`config.mk`:
```
export PLATFORM = sky130hd
export DESIGN_NAME = game_fsm_controller
export DESIGN_NICKNAME = d
export VERILOG_FILES = /design/src/rtl/sudoku_pkg.sv /design/src/rtl/game_fsm_controller_button_edge.sv /design/src/rtl/game_fsm_controller.sv
export SDC_FILE = /design/constraint.sdc
export NUM_CORES = 1
export LEC_CHECK = 0
export CELL_PAD_IN_SITES_DETAIL_PLACEMENT = 1
export CELL_PAD_IN_SITES_GLOBAL_PLACEMENT = 2
export CORE_MARGIN = 1.5
export CORE_UTILIZATION = 34
export CTS_BUF_LIST = sky130_fd_sc_hd__clkbuf_8
export DETAILED_ROUTE_END_ITERATION = 10
export PLACE_DENSITY = 0.95
export SLEW_MARGIN = 20
export SYNTH_ARGS = -nofsm -noshare
export SYNTH_HDL_FRONTEND = slang
export SYNTH_SLANG_ARGS = --single-unit
```
`constraint.sdc`:
```
create_clock -name clk_50MHz -period 5.65 [get_ports clk_50MHz]
set_input_delay 1.4125 -clock clk_50MHz [delete_from_list [all_inputs] [get_ports clk_50MHz]]
set_output_delay 1.4125 -clock clk_50MHz [all_outputs]
set_load 0.03 [all_outputs]
```
`src/rtl/sudoku_pkg.sv`:
```
// Shared encodings for the Sudoku game sequencer: states, events, grid limits, button map.
package sudoku_pkg;

  localparam int unsigned NUM_BTN   = 7;

  // Button bit positions, listed from highest to lowest event priority
  localparam int unsigned BTN_A     = 0;
  localparam int unsigned BTN_B     = 1;
  localparam int unsigned BTN_UP    = 2;
  localparam int unsigned BTN_DOWN  = 3;
  localparam int unsigned BTN_LEFT  = 4;
  localparam int unsigned BTN_RIGHT = 5;
  localparam int unsigned BTN_START = 6;

  localparam logic [3:0] GRID_MAX  = 4'd8;
  localparam logic [3:0] DIGIT_MAX = 4'd9;
  localparam logic [3:0] EMPTY     = 4'd0;

  typedef enum logic [2:0] {
    ST_START = 3'd0,
    ST_DIFF  = 3'd1,
    ST_LOAD  = 3'd2,
    ST_PLAY  = 3'd3,
    ST_CHECK = 3'd4,
    ST_WIN   = 3'd5,
    ST_LOSE  = 3'd6
  } state_e;

  typedef enum logic [2:0] {
    EV_NONE  = 3'd0,
    EV_A     = 3'd1,
    EV_B     = 3'd2,
    EV_UP    = 3'd3,
    EV_DOWN  = 3'd4,
    EV_LEFT  = 3'd5,
    EV_RIGHT = 3'd6,
    EV_START = 3'd7
  } event_e;

  // Keep only the highest-priority event of the cycle
  function automatic event_e pick_event(input logic [NUM_BTN-1:0] ev);
    if (ev[BTN_A])          return EV_A;
    else if (ev[BTN_B])     return EV_B;
    else if (ev[BTN_UP])    return EV_UP;
    else if (ev[BTN_DOWN])  return EV_DOWN;
    else if (ev[BTN_LEFT])  return EV_LEFT;
    else if (ev[BTN_RIGHT]) return EV_RIGHT;
    else if (ev[BTN_START]) return EV_START;
    else                    return EV_NONE;
  endfunction

  // Cursor step with wrap-around over 0..GRID_MAX
  function automatic logic [3:0] grid_inc(input logic [3:0] p);
    return (p >= GRID_MAX) ? 4'd0 : p + 4'd1;
  endfunction

  function automatic logic [3:0] grid_dec(input logic [3:0] p);
    return (p == 4'd0) ? GRID_MAX : p - 4'd1;
  endfunction

endpackage

```
`src/rtl/game_fsm_controller_button_edge.sv`:
```
// Registered rising-edge detector: one event per press, regardless of hold time.
module button_edge
  import sudoku_pkg::*;
(
  input  logic               clk_50MHz,
  input  logic               reset,
  input  logic [NUM_BTN-1:0] btn,
  output logic [NUM_BTN-1:0] evt
);

  logic [NUM_BTN-1:0] prev_q, prev_d;
  logic [NUM_BTN-1:0] evt_q, evt_d;

  // Event is a level that was low on the previous cycle
  always_comb begin
    prev_d = btn;
    evt_d  = btn & ~prev_q;
  end

  // Previous-level and event registers
  always_ff @(posedge clk_50MHz) begin
    if (reset) begin
      prev_q <= '0;
      evt_q  <= '0;
    end else begin
      prev_q <= prev_d;
      evt_q  <= evt_d;
    end
  end

  assign evt = evt_q;

endmodule

```
`src/rtl/game_fsm_controller.sv`:
```
// Sudoku game sequencer: screen flow, cursor, cell writes, mistakes, score and timer gating.
module game_fsm_controller
  import sudoku_pkg::*;
#(
  parameter int unsigned NUM_DIFF   = 3,
  parameter int unsigned MAX_ERRORS = 3,
  parameter int unsigned SCORE_W    = 7
) (
  input  logic               clk_50MHz,
  input  logic               reset,
  input  logic               a_button,
  input  logic               b_button,
  input  logic               up_button,
  input  logic               down_button,
  input  logic               left_button,
  input  logic               right_button,
  input  logic               start_button,
  input  logic               load_done,
  input  logic               cell_fixed,
  input  logic [3:0]         cell_value,
  input  logic               cell_conflict,
  input  logic               board_solved,
  input  logic               timeout,
  output logic [2:0]         state,
  output logic [1:0]         difficulty,
  output logic [3:0]         pos_x,
  output logic [3:0]         pos_y,
  output logic               load_start,
  output logic               cell_we,
  output logic [3:0]         cell_wdata,
  output logic               error,
  output logic [SCORE_W-1:0] score,
  output logic               timer_en,
  output logic               timer_clear
);

  localparam int unsigned      ERR_W     = $clog2(MAX_ERRORS + 1);
  localparam logic [ERR_W-1:0] ERR_LIMIT = ERR_W'(MAX_ERRORS);
  localparam logic [1:0]       DIFF_MAX  = 2'(NUM_DIFF - 1);
  localparam logic [SCORE_W-1:0] SCORE_MAX = {SCORE_W{1'b1}};

  logic [NUM_BTN-1:0] btn, evt;
  event_e             ev;

  state_e             state_q, state_d;
  logic [1:0]         diff_q, diff_d;
  logic [3:0]         pos_x_q, pos_x_d;
  logic [3:0]         pos_y_q, pos_y_d;
  logic               load_start_q, load_start_d;
  logic               cell_we_q, cell_we_d;
  logic [3:0]         cell_wdata_q, cell_wdata_d;
  logic               error_q, error_d;
  logic [SCORE_W-1:0] score_q, score_d;
  logic [ERR_W-1:0]   err_cnt_q, err_cnt_d;
  logic               timer_en_q, timer_en_d;
  logic               timer_clear_q, timer_clear_d;

  assign btn[BTN_A]     = a_button;
  assign btn[BTN_B]     = b_button;
  assign btn[BTN_UP]    = up_button;
  assign btn[BTN_DOWN]  = down_button;
  assign btn[BTN_LEFT]  = left_button;
  assign btn[BTN_RIGHT] = right_button;
  assign btn[BTN_START] = start_button;

  button_edge u_button_edge (
    .clk_50MHz (clk_50MHz),
    .reset     (reset),
    .btn       (btn),
    .evt       (evt)
  );

  // Next-state and registered-output logic
  always_comb begin
    state_d       = state_q;
    diff_d        = diff_q;
    pos_x_d       = pos_x_q;
    pos_y_d       = pos_y_q;
    load_start_d  = 1'b0;
    cell_we_d     = 1'b0;
    cell_wdata_d  = cell_wdata_q;
    error_d       = error_q;
    score_d       = score_q;
    err_cnt_d     = err_cnt_q;
    timer_clear_d = 1'b0;
    ev            = pick_event(evt);

    case (state_q)
      ST_START: begin
        if (ev == EV_START) begin
          state_d = ST_DIFF;
          diff_d  = 2'd0;
        end
      end

      ST_DIFF: begin
        case (ev)
          EV_DOWN: if (diff_q < DIFF_MAX) diff_d = diff_q + 2'd1;
          EV_UP:   if (diff_q != 2'd0)    diff_d = diff_q - 2'd1;
          EV_B:    state_d = ST_START;
          EV_A: begin
            // Game setup happens on entry so LOAD already shows a clean board state
            state_d       = ST_LOAD;
            load_start_d  = 1'b1;
            timer_clear_d = 1'b1;
            pos_x_d       = 4'd0;
            pos_y_d       = 4'd0;
            score_d       = '0;
            err_cnt_d     = '0;
            error_d       = 1'b0;
          end
          default: ;
        endcase
      end

      ST_LOAD: begin
        if (load_done) state_d = ST_PLAY;
      end

      ST_PLAY: begin
        if (timeout) begin
          state_d = ST_LOSE;
        end else if (board_solved) begin
          state_d = ST_WIN;
        end else begin
          case (ev)
            EV_RIGHT: pos_x_d = grid_inc(pos_x_q);
            EV_LEFT:  pos_x_d = grid_dec(pos_x_q);
            EV_DOWN:  pos_y_d = grid_inc(pos_y_q);
            EV_UP:    pos_y_d = grid_dec(pos_y_q);
            EV_A: begin
              if (!cell_fixed) begin
                cell_we_d    = 1'b1;
                cell_wdata_d = (cell_value >= DIGIT_MAX) ? 4'd1 : cell_value + 4'd1;
                state_d      = ST_CHECK;
              end
            end
            EV_B: begin
              if (!cell_fixed && (cell_value != EMPTY)) begin
                cell_we_d    = 1'b1;
                cell_wdata_d = EMPTY;
                state_d      = ST_CHECK;
              end
            end
            default: ;
          endcase
        end
      end

      ST_CHECK: begin
        // Single-cycle verdict on the write; events this cycle are ignored
        if (cell_conflict) begin
          error_d   = 1'b1;
          err_cnt_d = err_cnt_q + ERR_W'(1);
          state_d   = (err_cnt_d >= ERR_LIMIT) ? ST_LOSE : ST_PLAY;
        end else begin
          error_d = 1'b0;
          if ((cell_wdata_q != EMPTY) && (score_q != SCORE_MAX))
            score_d = score_q + SCORE_W'(1);
          state_d = ST_PLAY;
        end
      end

      ST_WIN, ST_LOSE: begin
        if (ev == EV_START) begin
          state_d   = ST_START;
          pos_x_d   = 4'd0;
          pos_y_d   = 4'd0;
          score_d   = '0;
          err_cnt_d = '0;
          error_d   = 1'b0;
        end
      end

      default: state_d = ST_START;
    endcase

    timer_en_d = (state_d == ST_PLAY) || (state_d == ST_CHECK);
  end

  // State and output registers
  always_ff @(posedge clk_50MHz) begin
    if (reset) begin
      state_q       <= ST_START;
      diff_q        <= 2'd0;
      pos_x_q       <= 4'd0;
      pos_y_q       <= 4'd0;
      load_start_q  <= 1'b0;
      cell_we_q     <= 1'b0;
      cell_wdata_q  <= 4'd0;
      error_q       <= 1'b0;
      score_q       <= '0;
      err_cnt_q     <= '0;
      timer_en_q    <= 1'b0;
      timer_clear_q <= 1'b0;
    end else begin
      state_q       <= state_d;
      diff_q        <= diff_d;
      pos_x_q       <= pos_x_d;
      pos_y_q       <= pos_y_d;
      load_start_q  <= load_start_d;
      cell_we_q     <= cell_we_d;
      cell_wdata_q  <= cell_wdata_d;
      error_q       <= error_d;
      score_q       <= score_d;
      err_cnt_q     <= err_cnt_d;
      timer_en_q    <= timer_en_d;
      timer_clear_q <= timer_clear_d;
    end
  end

  assign state       = state_q;
  assign difficulty  = diff_q;
  assign pos_x       = pos_x_q;
  assign pos_y       = pos_y_q;
  assign load_start  = load_start_q;
  assign cell_we     = cell_we_q;
  assign cell_wdata  = cell_wdata_q;
  assign error       = error_q;
  assign score       = score_q;
  assign timer_en    = timer_en_q;
  assign timer_clear = timer_clear_q;

endmodule

```
==> results of run 1 <==
## final cells by class
type                            count  area, sq um
Fill cell                         832         3830
Timing Repair Buffer               47          468
Multi-Input combinational cell    218         1440
Tap cell                           96          120
Clock inverter                      2         8.76
Clock buffer                        5         68.8
Inverter                           15         56.3
Sequential cell                    44          881
## routing by layer
| metal | part of all wire [%] | vias to the layer above | wire length (microns) |
|---|---|---|---|
| li1 | - | 1126 | - |
| met1 | 44 | 1084 | 2660 |
| met2 | 52 | 39 | 3130 |
| met3 | 3.0 | 9 | 182 |
| met4 | 1.7 | 0 | 102 |
| met5 | 0 | - | 0 |
## cell usage after synthesis (2+ instances only)
| cell type | count | share of area, % |
|---|---|---|
| xor2_1 | 4 | 1.4 |
| o21ai_0 | 10 | 2.1 |
| or3_1 | 2 | 0.51 |
| nand2_1 | 17 | 2.6 |
| clkbuf_1 | 11 | 1.7 |
| a22oi_1 | 2 | 0.62 |
| nor2_1 | 27 | 4.2 |
| and2_1 | 3 | 0.77 |
| a311oi_1 | 2 | 0.72 |
| and3_1 | 2 | 0.51 |
| o21a_1 | 2 | 0.62 |
| or4_1 | 3 | 0.92 |
| mux2i_1 | 6 | 2.5 |
| nor3b_1 | 4 | 1.2 |
| xnor2_1 | 5 | 1.8 |
| a21oi_1 | 22 | 4.5 |
| dfxtp_1 | 44 | 36 |
| nand3b_1 | 2 | 0.62 |
| o211ai_1 | 6 | 1.8 |
| o22a_1 | 2 | 0.72 |
| or3b_2 | 2 | 0.72 |
| nand2b_1 | 8 | 2.1 |
| nor2b_1 | 18 | 4.6 |
| a2111o_1 | 2 | 0.92 |
| nor3_1 | 5 | 1.0 |
| nand3_1 | 10 | 2.1 |
| o22ai_1 | 2 | 0.51 |
| inv_1 | 15 | 2.3 |
| nand4_1 | 3 | 0.77 |
| or3b_1 | 2 | 0.72 |
| and3b_1 | 2 | 0.72 |
| ha_1 | 9 | 4.6 |
| and4_1 | 2 | 0.72 |
| nor4_1 | 2 | 0.51 |
| a2111oi_0 | 2 | 0.72 |
| buf_2 | 2 | 0.41 |
| a31oi_1 | 5 | 1.3 |
| a211oi_1 | 4 | 1.2 |
## state kept, by name, indices dropped and copies added (netlist names)
signal and count:
timer_clear 1, state 3, cell_wdata 4, difficulty 2
pos_y 4, score 7, timer_en 1, cell_we 1
u_button_edge.prev_q 7, error 1, u_button_edge.evt 7, err_cnt_q 2
pos_x 4
## final timing paths
kind	endpoint	slack [ns]	cells past startpoint
worst min register to register	u_button_edge.evt[5]	0.39	1
worst min-delay path	u_button_edge.evt[5]	0.39	1
worst max register to register	score[5]	3.15	5
worst max-delay path	cell_wdata[2]	2.35	8
## logic make-up after synthesis
kind of cell,count (synthesis)
fa+ha+maj,9
mux,6
compound gates,76
xor+xnor,9
flops,44
simple gates,118
buf+inv,31
## report_power, final
group	internal [uW]	total (uW)	switching, uW
Sequential	316	323	7.48
Combinational	25.5	50.9	25.4
Clock	82.2	181	98.4
Total	423	555	131
## metrics by stage
step | cell area, sq um | cells | hold slack (ns) | power, uW | util, %
6_report | 3040 | 427 | 0.386 | 555 | 44.2
5_1_grt | 3040 | 427 | 0.402 | 580 | 44.2
4_1_cts | 3040 | 427 | 0.388 | 563 | 44.2
3_5_place_dp | 2960 | 420 | 0.377 | 382 | 43.1
3_3_place_gp | 2960 | 420 | 0.371 | 380 | 43.1
2_1_floorplan | 2440 | 293 | 0.367 | 358 | -
==> metrics, run 1 <==
sequential fraction of the synthesis area 36.1%; commonest non-fill, non-tap cell in the layout clkdlybuf4s50_1; Crit path max-delay family simple AND/OR/NAND/NOR gates; layout cells sized above 1 a little under 4%; residual DRC count 0; hold-fix buffers at CTS 0; initial antenna violation count 0; Crit path arrival time between 3 and 4 ns; Max-Cap Viols 0; root buffer cell clkbuf_8; GR Layer Usage met3 under 10%; vias in the first global route approximately 2200; core area slightly below 7000 sq um; VDD IR max around 0.00010 V; critical path class primary input to flop; Tmin final between 3 and 4 ns; full die area between 7000 and 8000 sq um; pins over their slew limit 0; r2r startpoint state[0]; Syn-to-layout area delta 24.5%; first-pass GRT wire length just over 10000 microns; setup ws final approximately 2.3 ns; Die Y slightly below 90 microns; post-synth net total 320; CP Cell Sequence clkdlybuf4s50_1 > inv_1 > ha_1 > or4b_2 > nand4_1 > nor3_1 > a22oi_1 > nor2_1; clk_skew between 0.007 and 0.008 ns; PwrDens between 150 and 200 nW/um^2; clock slew at reported path FFs roughly 0.07 ns; flop and latch count out of synthesis 44; FMAX roughly 300 MHz; area fraction in compound gates after synthesis a little over a fifth; critical path endpoint category flop; H-tree levels 2; CTS Sinks 44; Post-DRT Antenna Nets 0; leak pwr between 0.001 and 0.0015 uW; NumNets Final ~360; largest family of logic cells by synthesized area simple AND/OR/NAND/NOR gates; XOR/XNOR Fraction of Synth Area approximately 3.2%; final hold viol count 0; GRT Util Overall 16.7%; GR Util met2 a little under a third; setup violators final 0; number of CTS-inserted buffers 5; ys async rst share 0%; crit-path max cell delay just over 0.6 ns; DRT iter0 DRCs 68; measured slew at the worst slew-check pin about 0.74 ns; worst hold path type flop to flop; drt pass-1 iters 4; largest net degree at the start of global routing 35; Yosys cell types 60; Hold Startpoint u_button_edge.prev_q[5]; CTS tree built; RSZ-0062 raised after global routing no; CP Data Required Time 5.83 ns; Place WS 2.04 ns; Post-synth EDFFs 0; met1 Use GR 19.3%; Slowest cell on crit path or4b_2; Routability Congestion roughly 0.8; Die Wd between 80 and 90 microns; Post-Synth Simple-Gate Area between 20% and 30%; post_cts resized 0; clk_lat worst skew about 0.30 ns; post-DP HPWL 4670 microns; total grt overflow 0; Synth Area in Adders ~4.6%; peak fanout along the critical path 9; period utilisation layout between 50% and 60%; Mapped Area ~2400 sq um; synth warn 0; routed vias/inst between 5 and 6; CP Launch Type primary input; Starting Density ~36%; Most used DFF post-synth dfxtp_1; Ports 47; Routed WL per cell between 10 and 15 microns; Mean Syn Cell Area 8.33 sq um; outcome completed; via count about 2300; Post-CTS Setup Repair Bufs 0; Slew headroom 50.4%; number of I/O port buffers 46; most frequent cells in the layout clkdlybuf4s50_1 (46), dfxtp_1 (44), nor2_1 (27); # rows 30; Buffers & Inverters on Critical Path 2; ant diodes 0; Setup TNS 0 ns; Worst Setup SP cell_value[0]; worst-case clock buffer depth 2; Gate Count Post-Synth between 200 and 300; Post-Route WL between 6000 and 7000 microns; global route hottest layer met2; multiplexer area fraction after synthesis 2.46%
Power figures use the tool's default switching activity.
==> inputs of run 2 (changes only) <==
--- a/config.mk
+++ b/config.mk
@@ -8,10 +8,10 @@
 export CELL_PAD_IN_SITES_DETAIL_PLACEMENT = 1
 export CELL_PAD_IN_SITES_GLOBAL_PLACEMENT = 2
 export CORE_MARGIN = 1.5
-export CORE_UTILIZATION = 34
+export CORE_UTILIZATION = 31
 export CTS_BUF_LIST = sky130_fd_sc_hd__clkbuf_8
 export DETAILED_ROUTE_END_ITERATION = 10
-export PLACE_DENSITY = 0.95
+export PLACE_DENSITY = 0.9
 export SLEW_MARGIN = 20
 export SYNTH_ARGS = -nofsm -noshare
 export SYNTH_HDL_FRONTEND = slang
==> constraint.sdc (replaced) <==
create_clock -name clk_50MHz -period 3.43 [get_ports clk_50MHz]
set_input_delay 0.8575 -clock clk_50MHz [delete_from_list [all_inputs] [get_ports clk_50MHz]]
set_output_delay 0.8575 -clock clk_50MHz [all_outputs]
set_load 0.03 [all_outputs]
==> metrics, run 2 (synthesis gave the netlist of run 1 again) <==
number of I/O port buffers 46 (unchanged); Slew headroom 47.8% (-2.5 points); period utilisation layout roughly 80%; vias in the first global route 2254 (+0.63%); pins over their slew limit 0 (unchanged); Crit. path cell count 8 (unchanged); ant diodes 0 (unchanged); Tmin final roughly 2.7 ns; Crit path arrival time 2.89 ns (-0.59 ns); full die area 8410 sq um (+9.3%); flop2flop setup slack 0.96 ns (-2.19 ns); CTS tree built; Hold Slack 0.387 ns (+0.00148 ns); crit-path max cell delay 0.61 ns (about the same); core area 7690 sq um (+12%); Post-CTS Setup Repair Bufs 0 (unchanged); root buffer cell clkbuf_8; VDD IR max 0.000238 V (+130%); routed vias/inst 5.22 (-1.3%); multi-input logic area 1440 sq um (unchanged); GRT Util Overall 15.4% (-1.4 points); Slowest cell on crit path or4b_2; Routability Congestion 0.842 (+5.1%); CP Data Required Time 3.59 ns (-2.24 ns); PwrDens 327 nW/um^2 (+79%); H-tree levels 2 (unchanged); CP Launch Type primary input; placed cells 427 (+1.7%); Post-Route WL 6240 microns (+2.8%); setup violators final 0 (unchanged); final hold viol count 0 (unchanged); Max-Cap Viols 0 (unchanged); Routed WL per cell 14.3 microns (+0.89%); FF-to-FF End score[5]; total grt overflow 0 (unchanged); layout cells sized above 1 4.80% (+0.88 points); R2R cell count 5 (unchanged); initial antenna violation count 0 (unchanged); CP endpoint cell_wdata[2]; Place WS 0.358 ns (-1.68 ns); drt pass-1 iters 4 (unchanged); Ports 47 (unchanged); leak pwr 0.00105 uW (+1.4%); worst-case clock buffer depth 2 (unchanged); CP Cell Sequence clkdlybuf4s50_1 > inv_1 > ha_1 > or4b_2 > nand4_1 > nor3_1 > a22oi_1 > nor2_1; Crit path max-delay family simple AND/OR/NAND/NOR gates; Worst Setup SP cell_value[0]; Buffers & Inverters on Critical Path 2 (unchanged); Die Y 91.7 microns (+4.6%); number of CTS-inserted buffers 5 (unchanged); critical path endpoint category flop; commonest non-fill, non-tap cell in the layout clkdlybuf4s50_1; r2r startpoint u_button_edge.evt[0]; critical path class primary input to flop; Final Non-Filler Cells 435 (+1.9%); Setup TNS 0 ns (unchanged); CTS Sinks 44 (unchanged); first-pass GRT wire length 10600 microns (+4.6%); setup ws final 0.705 ns (-1.64 ns); # rows 32 (+6.7%); clock slew at reported path FFs 0.08 ns (about the same); Starting Density 31.7% (-3.8 points); peak fanout along the critical path 9 (unchanged); outcome completed; register area 881 sq um (unchanged); FMAX ~370 MHz; most frequent cells in the layout clkdlybuf4s50_1 (46), dfxtp_1 (44), nor2_1 (27); post-DP HPWL 4760 microns (+2.0%); Post-DRT Antenna Nets 0 (unchanged); worst hold path cell count 1 (unchanged); clk_lat worst skew 0.29 ns (about the same); clk_skew 0.00540 ns (-0.00180 ns); Die Wd 91.7 microns (+4.6%); via count 2270 (+0.53%); worst hold path type flop to flop; RSZ-0062 raised after global routing no; post_cts resized 0 (unchanged); hold-fix buffers at CTS 0 (unchanged); DRT iter0 DRCs 105 (+54%); FILL cells 926 (+11%); NumNets Final 359 (+0.28%); measured slew at the worst slew-check pin 0.781 ns (+0.0380 ns); residual DRC count 0 (unchanged); largest net degree at the start of global routing 24 (-31%); Syn-to-layout area delta 26.5%
==> run 2: final cells by class <==
cell class                      instances  area share, %
Inverter                               15           1.82
Clock buffer                            5           2.23
Timing Repair Buffer                   48           15.4
Clock inverter                          3           1.38
Multi-Input combinational cell        218           46.5
Sequential cell                        44           28.5
Tap cell                              102           4.13
==> run 2: how the worst min path moves through the flow <==
stage	start	to	slack (ns)
finish	u_button_edge.prev_q[1]	u_button_edge.evt[1]	0.39
global route	u_button_edge.prev_q[1]	u_button_edge.evt[1]	0.40
CTS	u_button_edge.prev_q[1]	u_button_edge.evt[1]	0.39
detailed placement	u_button_edge.prev_q[1]	u_button_edge.evt[1]	0.38
global placement	u_button_edge.prev_q[6]	u_button_edge.evt[6]	0.37
floorplan	u_button_edge.prev_q[0]	u_button_edge.evt[0]	0.37
==> run 2: power breakdown <==
group          internal, uW  total, uW  switching (uW)
Sequential              520        530            10.2
Combinational          42.6       88.1            45.5
Clock                   215        391             175
Total                   778       1010             231
==> run 2: metrics by stage <==
| stage | cell area (sq um) | total power, uW | util [%] |
|---|---|---|---|
| 2_1_floorplan | 2440 | 590 | - |
| 3_3_place_gp | 2980 | 628 | 38.7 |
| 3_5_place_dp | 2980 | 630 | 38.7 |
| 4_1_cts | 3090 | 1020 | 40.2 |
| 5_1_grt | 3090 | 1050 | 40.2 |
| 6_report | 3090 | 1010 | 40.2 |
==> run 2: worst register-to-register path: cells and delay by family (launching register included) <==
family / cells / cell delay (ns)
AO/OA/AOI/OAI: 1 / 0.14
AND/OR/NAND/NOR: 4 / 1.80
flip-flops: 1 / 0.47
==> run 2: per-layer routing <==
metal | vias up | GRT usage, % | share of wire, % | wire (microns)
met5 | - | 0 | 0 | 0
met4 | 0 | 3.72 | 1.2 | 72
met3 | 7 | 2.82 | 2.7 | 171
met2 | 39 | 26.4 | 50 | 3120
met1 | 1088 | 19.9 | 46 | 2880
li1 | 1136 | - | - | -
==> inputs of run 3 (changes only) <==
==> constraint.sdc (replaced) <==
create_clock -name clk_50MHz -period 2.55 [get_ports clk_50MHz]
set_input_delay 0.6375 -clock clk_50MHz [delete_from_list [all_inputs] [get_ports clk_50MHz]]
set_output_delay 0.6375 -clock clk_50MHz [all_outputs]
set_load 0.03 [all_outputs]
==> metrics, run 3 (synthesis gave the netlist of run 1 again) <==
number of I/O port buffers 46 (unchanged); initial antenna violation count 0 (unchanged); FMAX ~420 MHz; FILL cells 935 (+0.97%); number of CTS-inserted buffers 5 (unchanged); Ports 47 (unchanged); Worst Setup SP board_solved; period utilisation layout roughly 92%; worst hold path type flop to flop; PwrDens 436 nW/um^2 (+33%); outcome completed; layout cells sized above 1 10.7% (+5.9 points); R2R cell count 5 (unchanged); final instance area 3270 sq um (+5.8%); Routability Congestion 0.864 (+2.7%); Crit path arrival time 2.52 ns (-0.37 ns); Syn-to-layout area delta 33.9%; first-pass GRT wire length 11000 microns (+4.0%); clk_skew 0.0102 ns (+0.00477 ns); r2r startpoint state[1]; combinational share of power 9.4% (+0.7 points); crit-path max cell delay 0.44 ns (-0.17 ns); Routed WL per cell 14.2 microns (-0.88%); Die Wd 91.7 microns (unchanged); Post-CTS Setup Repair Bufs 0 (unchanged); setup violators final 0 (unchanged); VDD IR max 0.000248 V (+4.1%); CP Cell Sequence clkdlybuf4s50_1 > or3b_1 > a2111oi_0 > buf_4 > nor3_1 > o41ai_1; Int Power 1110 uW (+43%); full die area 8410 sq um (unchanged); ant diodes 0 (unchanged); measured slew at the worst slew-check pin 0.698 ns (-0.0825 ns); pins over their slew limit 0 (unchanged); clk_lat worst skew 0.30 ns (about the same); FF-to-FF End pos_x[3]; Finished Core Util 42.5% (+2.3 points); clock slew at reported path FFs 0.08 ns (about the same); CTS Sinks 44 (unchanged); NumNets Final 381 (+6.1%); DP Area 3140 sq um (+5.6%); flop2flop setup slack 0.42 ns (-0.54 ns); post_cts resized 0 (unchanged); Tmin final 2.35 ns; GRT Util Overall 16.3% (+0.92 points); drt pass-1 iters 4 (unchanged); peak fanout along the critical path 3 (-6); routed vias/inst 5.13 (-1.8%); Post-DRT Antenna Nets 0 (unchanged); Slew headroom 53.4% (+5.5 points); residual DRC count 0 (unchanged); post-DP HPWL 5050 microns (+6.0%); H-tree levels 2 (unchanged); hold-fix buffers at CTS 0 (unchanged); worst-case clock buffer depth 2 (unchanged); core area 7690 sq um (unchanged); DRT iter0 DRCs 72 (-31%); Slowest cell on crit path or3b_1; RSZ-0062 raised after global routing no; CP Launch Type primary input; clock share of power 40.7% (+2.0 points); Seq pwr share 50.0% (-2.5 points); critical path class primary input to flop; critical path endpoint category flop; final hold viol count 0 (unchanged); root buffer cell clkbuf_8; switching share of power 21.8% (-1.1 points); CP Data Required Time 2.72 ns (-0.87 ns); CP endpoint pos_x[3]; Max-Cap Viols 0 (unchanged); vias in the first global route 2326 (+3.2%); total grt overflow 0 (unchanged); commonest non-fill, non-tap cell in the layout clkdlybuf4s50_1; most frequent cells in the layout clkdlybuf4s50_1 (46), dfxtp_1 (44), nor2_1 (27); largest net degree at the start of global routing 19 (-21%); via count 2343 (+3.2%); Die Y 91.7 microns (unchanged); leak pwr 0.00117 uW (+11%); Starting Density 31.7% (unchanged); CTS tree built; Switch Pwr 310 uW (+34%); # rows 32 (unchanged); Post-Route WL 6500 microns (+4.1%)
## run 3: worst min path at each step
stage | startpoint | end | slack, ns | depth (start not counted)
2_1_floorplan | u_button_edge.prev_q[0] | u_button_edge.evt[0] | 0.37 | 1
3_3_place_gp | u_button_edge.prev_q[6] | u_button_edge.evt[6] | 0.37 | 1
3_5_place_dp | u_button_edge.prev_q[1] | u_button_edge.evt[1] | 0.38 | 1
4_1_cts | u_button_edge.prev_q[0] | u_button_edge.evt[0] | 0.38 | 1
5_1_grt | u_button_edge.prev_q[0] | u_button_edge.evt[0] | 0.40 | 1
6_report | u_button_edge.prev_q[0] | u_button_edge.evt[0] | 0.38 | 1
## run 3: metal layers
metal  wire length [microns]  share of wire (%)  vias to the layer above  track usage (%)
li1                        -                  -                     1177                -
met1                    2950                 45                     1120             19.6
met2                    3250                 50                       38             28.8
met3                     185                2.8                        8             3.23
met4                     112                1.7                        0             5.64
met5                       0                  0                        -                0
## run 3: layout make-up
cell class	instances	area [sq um]	area share [%]
Clock buffer	7	96.3	2.95
Clock inverter	1	30.0	0.919
Inverter	15	56.3	1.72
Multi-Input combinational cell	218	1440	43.9
Sequential cell	44	881	27.0
Tap cell	102	128	3.91
Timing Repair Buffer	70	641	19.6
## run 3: power by group through the flow
stage	Combinational, uW	Sequential [uW]	Clock, uW
global placement	131	727	0
CTS	135	711	602
global route	147	714	634
detailed placement	134	728	0
floorplan	69.4	724	0
finish	133	711	579
## run 3: metrics by stage
step / cells / hold WS [ns] / setup slack (ns) / total power, uW / setup TNS, ns
4_1_cts: 457 / 0.384 / 0.190 / 1450 / 0
3_3_place_gp: 449 / 0.371 / -0.0901 / 858 / -0.156
2_1_floorplan: 293 / 0.367 / 0.272 / 793 / 0
6_report: 457 / 0.376 / 0.197 / 1420 / 0
3_5_place_dp: 449 / 0.375 / -0.120 / 861 / -0.338
5_1_grt: 457 / 0.396 / 0.0698 / 1490 / 0
## run 3: critical path: cells and delay by family
family                 cells  cell delay, ns
AOI/OAI and AO/OA          2            0.79
buffers and inverters      2            0.59
and+or+nand+nor            2            0.51
